==> src/rtl/uart_rx_fsm.sv <==
// ---------------------------------------------------------------------------
// uart_rx_fsm
//
// UART receiver. It deserialises the asynchronous rx line into a
// FRAMEWIDTH-bit word. The frame format matches the team's UART transmitter:
//     start (0), FRAMEWIDTH data bits LSB first, even parity bit, stop (1).
//
// Each received word is reported with a one-cycle rxValid pulse, together
// with parity and framing status. The status flags hold their values until
// the next rxValid pulse.
//
// Optional feature macro: UART_RX_PARITY_CHECK_EN
//     defined   : parityErr reports a mismatch between the received parity
//                 bit and the XOR of the received data bits.
//     undefined : the parity bit is still timed and skipped, so frame timing
//                 stays compatible with the transmitter. The compare logic is
//                 removed and parityErr is tied to 0.
//
// Parameters:
//     FRAMEWIDTH   : number of data bits per frame.
//     CLKS_PER_BIT : clk cycles per bit period. Must be an even number >= 4.
//     N            : width of the bit-period counter.
//
// Ports:
//     clk       in   system clock
//     rst       in   asynchronous, active-low reset
//     rx        in   serial line, asynchronous to clk, idles high
//     rxData    out  last received word
//     rxValid   out  one-cycle pulse: rxData and the error flags were updated
//     parityErr out  parity mismatch on the last word
//     frameErr  out  stop bit sampled 0 on the last word
//     busy      out  high while the FSM is not in IDLE
// ---------------------------------------------------------------------------
module uart_rx_fsm #(
    parameter int FRAMEWIDTH   = 8,
    parameter int CLKS_PER_BIT = 16,
    parameter int N            = $clog2(CLKS_PER_BIT)
) (
    input  logic                  clk,
    input  logic                  rst,
    input  logic                  rx,
    output logic [FRAMEWIDTH-1:0] rxData,
    output logic                  rxValid,
    output logic                  parityErr,
    output logic                  frameErr,
    output logic                  busy
);

    localparam int BW = $clog2(FRAMEWIDTH + 1);

    // Terminal counts. START waits half a bit period so that every later
    // sample, taken one full bit period apart, lands in the middle of a bit.
    localparam logic [N-1:0]  HALF_LAST = N'(CLKS_PER_BIT / 2 - 1);
    localparam logic [N-1:0]  BIT_LAST  = N'(CLKS_PER_BIT - 1);
    localparam logic [BW-1:0] DATA_LAST = BW'(FRAMEWIDTH - 1);

    typedef enum logic [2:0] {
        IDLE,
        START,
        DATA,
        PARITY,
        STOP,
        BREAK
    } stateT;

    stateT                 state;
    logic                  rxMeta;
    logic                  rxs;
    logic [N-1:0]          cnt;
    logic [BW-1:0]         bitCnt;
    logic [FRAMEWIDTH-1:0] shift;
`ifdef UART_RX_PARITY_CHECK_EN
    logic                  pbit;
`endif

    // Two-flop synchroniser for the asynchronous rx pin. Both flops reset
    // to 1 (line idle) so that leaving reset never looks like a start edge.
    always_ff @(posedge clk or negedge rst) begin
        if (!rst) begin
            rxMeta <= 1'b1;
            rxs    <= 1'b1;
        end else begin
            rxMeta <= rx;
            rxs    <= rxMeta;
        end
    end

    // Receive FSM. Every decision uses the synchronised rxs. The bit-period
    // counter restarts on every state change and after every sample, and a
    // sample is taken on the cycle the counter reaches its terminal value.
    // All outputs are registered here; rxValid defaults low so it can only
    // ever be a single-cycle pulse.
    always_ff @(posedge clk or negedge rst) begin
        if (!rst) begin
            state     <= IDLE;
            cnt       <= '0;
            bitCnt    <= '0;
            shift     <= '0;
            rxData    <= '0;
            rxValid   <= 1'b0;
            frameErr  <= 1'b0;
            busy      <= 1'b0;
`ifdef UART_RX_PARITY_CHECK_EN
            pbit      <= 1'b0;
            parityErr <= 1'b0;
`endif
        end else begin
            rxValid <= 1'b0;
            case (state)
                IDLE: begin
                    if (!rxs) begin
                        state <= START;
                        cnt   <= '0;
                        busy  <= 1'b1;
                    end
                end

                // A start bit that is no longer low at mid-bit was a glitch;
                // drop back to IDLE without touching any output but busy.
                START: begin
                    if (cnt == HALF_LAST) begin
                        cnt <= '0;
                        if (rxs) begin
                            state <= IDLE;
                            busy  <= 1'b0;
                        end else begin
                            state  <= DATA;
                            bitCnt <= '0;
                        end
                    end else begin
                        cnt <= cnt + 1'b1;
                    end
                end

                // Shifting in at the MSB end means the first (LSB) data bit
                // ends up at bit 0 once all FRAMEWIDTH bits are in.
                DATA: begin
                    if (cnt == BIT_LAST) begin
                        cnt    <= '0;
                        shift  <= {rxs, shift[FRAMEWIDTH-1:1]};
                        bitCnt <= bitCnt + 1'b1;
                        if (bitCnt == DATA_LAST) begin
                            state <= PARITY;
                        end
                    end else begin
                        cnt <= cnt + 1'b1;
                    end
                end

                // Without the parity check the bit period is still spent
                // here so the stop bit is sampled at the right time.
                PARITY: begin
                    if (cnt == BIT_LAST) begin
                        cnt   <= '0;
                        state <= STOP;
`ifdef UART_RX_PARITY_CHECK_EN
                        pbit  <= rxs;
`endif
                    end else begin
                        cnt <= cnt + 1'b1;
                    end
                end

                // A low stop bit means the line may be held low (break); the
                // BREAK state waits it out instead of seeing a new start bit.
                STOP: begin
                    if (cnt == BIT_LAST) begin
                        cnt       <= '0;
                        rxData    <= shift;
                        rxValid   <= 1'b1;
                        frameErr  <= ~rxs;
`ifdef UART_RX_PARITY_CHECK_EN
                        parityErr <= (^shift) != pbit;
`endif
                        if (rxs) begin
                            state <= IDLE;
                            busy  <= 1'b0;
                        end else begin
                            state <= BREAK;
                        end
                    end else begin
                        cnt <= cnt + 1'b1;
                    end
                end

                BREAK: begin
                    if (rxs) begin
                        state <= IDLE;
                        cnt   <= '0;
                        busy  <= 1'b0;
                    end
                end

                default: begin
                    state <= IDLE;
                    cnt   <= '0;
                    busy  <= 1'b0;
                end
            endcase
        end
    end

`ifndef UART_RX_PARITY_CHECK_EN
    // Parity checking compiled out: the flag is permanently clear.
    assign parityErr = 1'b0;
`endif

endmodule
==> config.mk <==
export PLATFORM = sky130hd
export DESIGN_NAME = uart_rx_fsm
export DESIGN_NICKNAME = d
export VERILOG_FILES = /design/src/rtl/uart_rx_fsm.sv
export SDC_FILE = /design/constraint.sdc
export NUM_CORES = 1
export LEC_CHECK = 0
export BUFFER_PORTS_ARGS = -buffer_cell sky130_fd_sc_hd__buf_2
export CAP_MARGIN = 10
export CORE_AREA = 2 2 52 54
export CTS_BUF_LIST = sky130_fd_sc_hd__clkbuf_8
export DETAILED_ROUTE_END_ITERATION = 8
export DIE_AREA = 0 0 54 56
export PLACE_DENSITY = 0.9
export SETUP_SLACK_MARGIN = 0.15
export SYNTH_ARGS = -nofsm -noshare
export SYNTH_HDL_FRONTEND = slang
export SYNTH_SLANG_ARGS = --single-unit
==> constraint.sdc <==
create_clock -name clk -period 4.5 [get_ports clk]
set_input_delay 0.9 -clock clk [delete_from_list [all_inputs] [get_ports clk]]
set_output_delay 0.9 -clock clk [all_outputs]
set_load 0.01 [all_outputs]
==> Word-level counts from Yosys, hierarchy flattened <==
Cells that the tools add are included.
{ "op_classes": {"addsub": 2, "n_eq_ne": 16, "muxes": 25, "bitwise": 2, "reduce_logical": 10} }
{ "op_table": {"columns": ["operator", "count"], "rows": [
  ["$mux W3", 8],
  ["$mux W4", 6],
  ["$pmux W3 S6", 1],
  ["$ne A2 B2 Y1 const B", 8],
  ["$pmux W4 S4", 1],
  ["$add A4 B1 Y4 const B", 2],
  ["$eq A4 B3 Y1 const B", 2],
  ["$pmux W4 S2", 1],
  ["$reduce_and A4 Y1", 2],
  ["$reduce_and A7 Y1", 1],
  ["$eq A3 B2 Y1 const B", 2],
  ["$eq A3 B3 Y1 const B", 2],
  ["$mux W1", 6],
  ["$reduce_and A2 Y1", 3],
  ["$pmux W1 S5", 1],
  ["$eq A4 B4 Y1 const B", 1],
  ["$eq A3 B1 Y1 const B", 1],
  ["$logic_not A3 Y1", 1],
  ["$reduce_or A3 Y1", 1],
  ["$mux W2", 1],
  ["$not A1 Y1", 2],
  ["$reduce_bool A2 Y1", 1],
  ["$reduce_or A2 Y1", 1]
]} }
{ "word_totals": {"register_bits": 32, "in_bits": 3, "output_inout_bits": 12, "wordCells": 65} }

==> Longest topological paths before layout <==
{ "depth": {"depth_word": 4, "depth_mapped": 6} }

==> Worst setup path after synthesis <==
Ideal clock, no wire load.
{ "synth_path": {"kind": "reg-to-reg", "from": "register rxs (netlist name)", "to": "register shift[1]", "setup_ps": 125, "arrival_time_ps": 1902, "required_time_ps": 4375, "slack_ps": 2473, "stages_incl_launch_ff": 6, "synth_period_minus_slack_ps": 2027, "path_cell_list": "dfstp_2 > buf_6 > or4b_4 > a2111oi_4 > buf_6 > mux2_4"} }
{ "synth_rtl": {"columns": ["item", "line_no", "source"], "rows": [
  ["end signal, assigned", "140", "shift <= {rxs, shift[FRAMEWIDTH-1:1]};"],
  ["end, declared", "71", "logic [FRAMEWIDTH-1:0] shift;"]
]} }

==> Final worst setup path <==
{ "layout_path": {"from": "register state[1]", "to": "register shift[7]"} }
{ "layout_via": {"elab_chain_cells": 2} }
{ "layout_rtl": {"columns": ["item", "line_no", "source"], "rows": [
  ["start, declared", "66", "stateT state;"],
  ["start signal, assigned", "95", "state <= IDLE;"],
  ["start signal, assigned", "112", "state <= START;"],
  ["start signal, assigned", "124", "state <= IDLE;"],
  ["$eq A3 B2 Y1", "109", "case (state)"],
  ["$reduce_and A2 Y1 (no source line)", null, null]
]} }
Every way passes these cells.
A chain may end at the register's enable or synchronous reset.

==> results.md <==
* Max-Cap Viols at 0
* Post_cts resized at 0
* Critical Path Sink: shift[7]
* Largest net degree at the start of global routing at 33
* Final Setup Violations at 0
* Tcrit/Tclk final at between 50% and 60%
* Layout area overhead at 11.5%
* Die area at 3020 um2
* Count leader, synth: dfrtp_1
* Status: finished, final reports clean
* Slew HR at between 30% and 40%
* Via count at just under 1,000
* Initial antenna violation count at 0
* Number of distinct library cells after synthesis at around 40
* Async SR Flop Fraction at 100%
* FF-to-FF Start: state[1]
* Synthesized area at 1510 um2
* Nets at approximately 140
* # hold bufs at CTS at 0
* Clock Sinks at 32
* IO buf count at 13
* Crit. Startpoint: state[1]
* H-tree levels at 2
* Final Power at roughly 0.00080 W
* Top post-synthesis cells by area: dfrtp_1 (50%), mux2_2 (9.7%), mux2_4 (6.0%), dfstp_2 (3.5%), a2111oi_4 (1.8%)
* R2R Setup Slk at around 1900 ps
* Sum of negative setup slack at 0 ps
* Reg2Reg Depth at 3
* Critical Path AT at approximately 2800 ps
* Num ports at 15
* P per Cell Area at roughly 480 nW/um2
* Yosys warns at 0
* Worst Setup Start Kind: flop
* Worst-Margin Slew at around 930 ps
* Detailed Place HPWL at about 1900 um
* Crit-path slowest cell: a2111oi_4
* Starting DRT DRC Count at 25
* Clock transition at path regs at roughly 70 ps
* Yosys reg bits at 32
* Max IR drop VDD at 0.460 mV
* Worst Skew at between 5 and 6 ps
* Site Rows at 18
* CP Max Fanout at 16
* RR Endpoint: shift[7]
* DR WL/cell at 17.1 um
* Hold Fails Final Rpt at 0
* Max Slew Vio Count at 0
* Fraction of final layout cells with drive strength greater than 1 at around 37%
* Inserted Clock Buffers at 5
* CTS max path bufs at 2
* Lkg Pwr at between 0.8 and 0.9 nW
* Number of global-route vias before repair at about 1,000
* Diode count at 0
* Required time worst endpoint at between 4000 and 5000 ps
* Setup CP Type: reg2reg
* TritonRoute pass-1 iters at 4
* FMAX at 382 MHz
* Seq/Total Area, Yosys at between 50% and 60%
* CP max stage delay at between 800 and 900 ps
* Area post-placement at ~1600 um2
* Drt via density at roughly 6.0
* Crit end category: flop
* Prevailing post-synth register cell: dfrtp_1
* Final wirelength at between 2000 and 3000 um
* DIE HEIGHT at roughly 56 um
* Tightest Hold Check Type: reg2reg
* Chip Width at 54 um
* Detailed-route DRC error count at 0
* Starting Density at between 60 and 70%
* Grt total ovfl at 0
* RSZ-0062 raised after global routing: false
* Syn Area/Cell at approximately 13 um2
* Routed Antenna Nets at 0
* Yosys top cell by area: dfrtp_1
* Fin area at 1680 um2
* Root buffer cell: clkbuf_8
* Routability Congestion at 0.819
* Global-route wire length before repair at around 4700 um
* EDFF count, synth at 0
* # Post-CTS Setup Buffers at 0
* Core area at 2430 um2
* Synth cell count leaders: dfrtp_1 (30), mux2_2 (13), nand2_1 (7), nor2_1 (7), mux2_4 (6)
* GRT Util Overall at between 20% and 30%
* Worst hold margin at approximately 360 ps
* Tmin final at 2620 ps
* Synth top area share at between 40% and 50%
* Crit-path cells: or4b_4, a2111oi_4, mux2_2
* Clock latency on the worst-skew pair at 280 ps
* Syn_nets at 124
* Synth Instances at between 100 and 150
* CTS tree: yes
-- worst max-delay path: cells and delay by family (launching register included) --
family / cells / cell delay, ps
AOI/OAI and AO/OA: 1 / 890
DFF: 1 / 550
and+or+nand+nor: 1 / 640
muxes: 1 / 420
-- worst min-delay path by stage --
stage,from,end,slack (ps),cells after the start
after CTS,rxMeta,rxs,360,0
after global routing,rxMeta,rxs,370,0
after global placement,rxMeta,rxs,350,0
after floorplan,rxMeta,rxs,350,0
after detailed placement,rxMeta,rxs,350,0
final,rxMeta,rxs,360,0
-- registers in the layout (all words and copies together), names as in the netlist --
| name | flops |
|---|---|
| shift | 8 |
| busy | 1 |
| rxValid | 1 |
| frameErr | 1 |
| state | 3 |
| rxMeta | 1 |
| cnt | 4 |
| rxs | 1 |
| bitCnt | 4 |
| rxData | 8 |
-- cell families after synthesis --
kind of cell | Yosys count | synth area share, %
AO/OA/AOI/OAI | 21 | 11.7
XOR/XNOR | 2 | 1.16
adder cells (fa/ha/maj) | 2 | 1.66
buffers and inverters | 10 | 3.89
flip-flops | 32 | 53.2
multiplexers | 20 | 16.3
other | 1 | 0.248
AND/OR/NAND/NOR | 31 | 11.8
-- routing by layer --
metal | global-route usage [%] | share of wire (%) | vias up | wire length [um]
met1 | 29.0 | 43 | 491 | 1200
met5 | 0 | 0 | - | 0
met4 | 9.29 | 2.0 | 0 | 55
li1 | - | - | 453 | -
met2 | 32.1 | 50 | 31 | 1410
met3 | 6.99 | 4.7 | 8 | 131
-- stage by stage --
stage | setup slack (ps) | util [%] | instances
after floorplan | 2470 | - | 119
after global placement | 2000 | 64.5 | 154
after detailed placement | 1890 | 64.5 | 154
after CTS | 1880 | 69.0 | 162
after global routing | 1750 | 69.2 | 163
final | 1880 | 69.2 | 163
-- cell type report --
cell class / count / area [um2]
Clock buffer: 5 / 68.8
Timing Repair Buffer: 14 / 70.1
Clock inverter: 3 / 42.5
Inverter: 2 / 7.51
Multi-Input combinational cell: 77 / 654
Fill cell: 178 / 748
Sequential cell: 32 / 803
Tap cell: 30 / 37.5
-- placed cells by master (no fill, tap or decap), types with 2 or more instances in the layout --
master and instances:
dfrtp_1 30, mux2_2 13, buf_2 13, nand2_1 7, nor2_1 7, mux2_4 6
o21ai_0 5, clkbuf_8 5, nor2b_1 3, nand3b_1 3, o32ai_1 3, inv_1 2
nand3_1 2, xnor2_1 2, a22o_1 2, ha_1 2, dfstp_2 2
-- report_power, final --
group,internal (W),switching [W],total (W)
clock network,0.000164,0.000110,0.000274
logic,0.0000769,0.0000789,0.000156
registers,0.000316,0.0000570,0.000373
total,0.000557,0.000246,0.000803
Note: power is estimated with default switching activity, not from simulation.
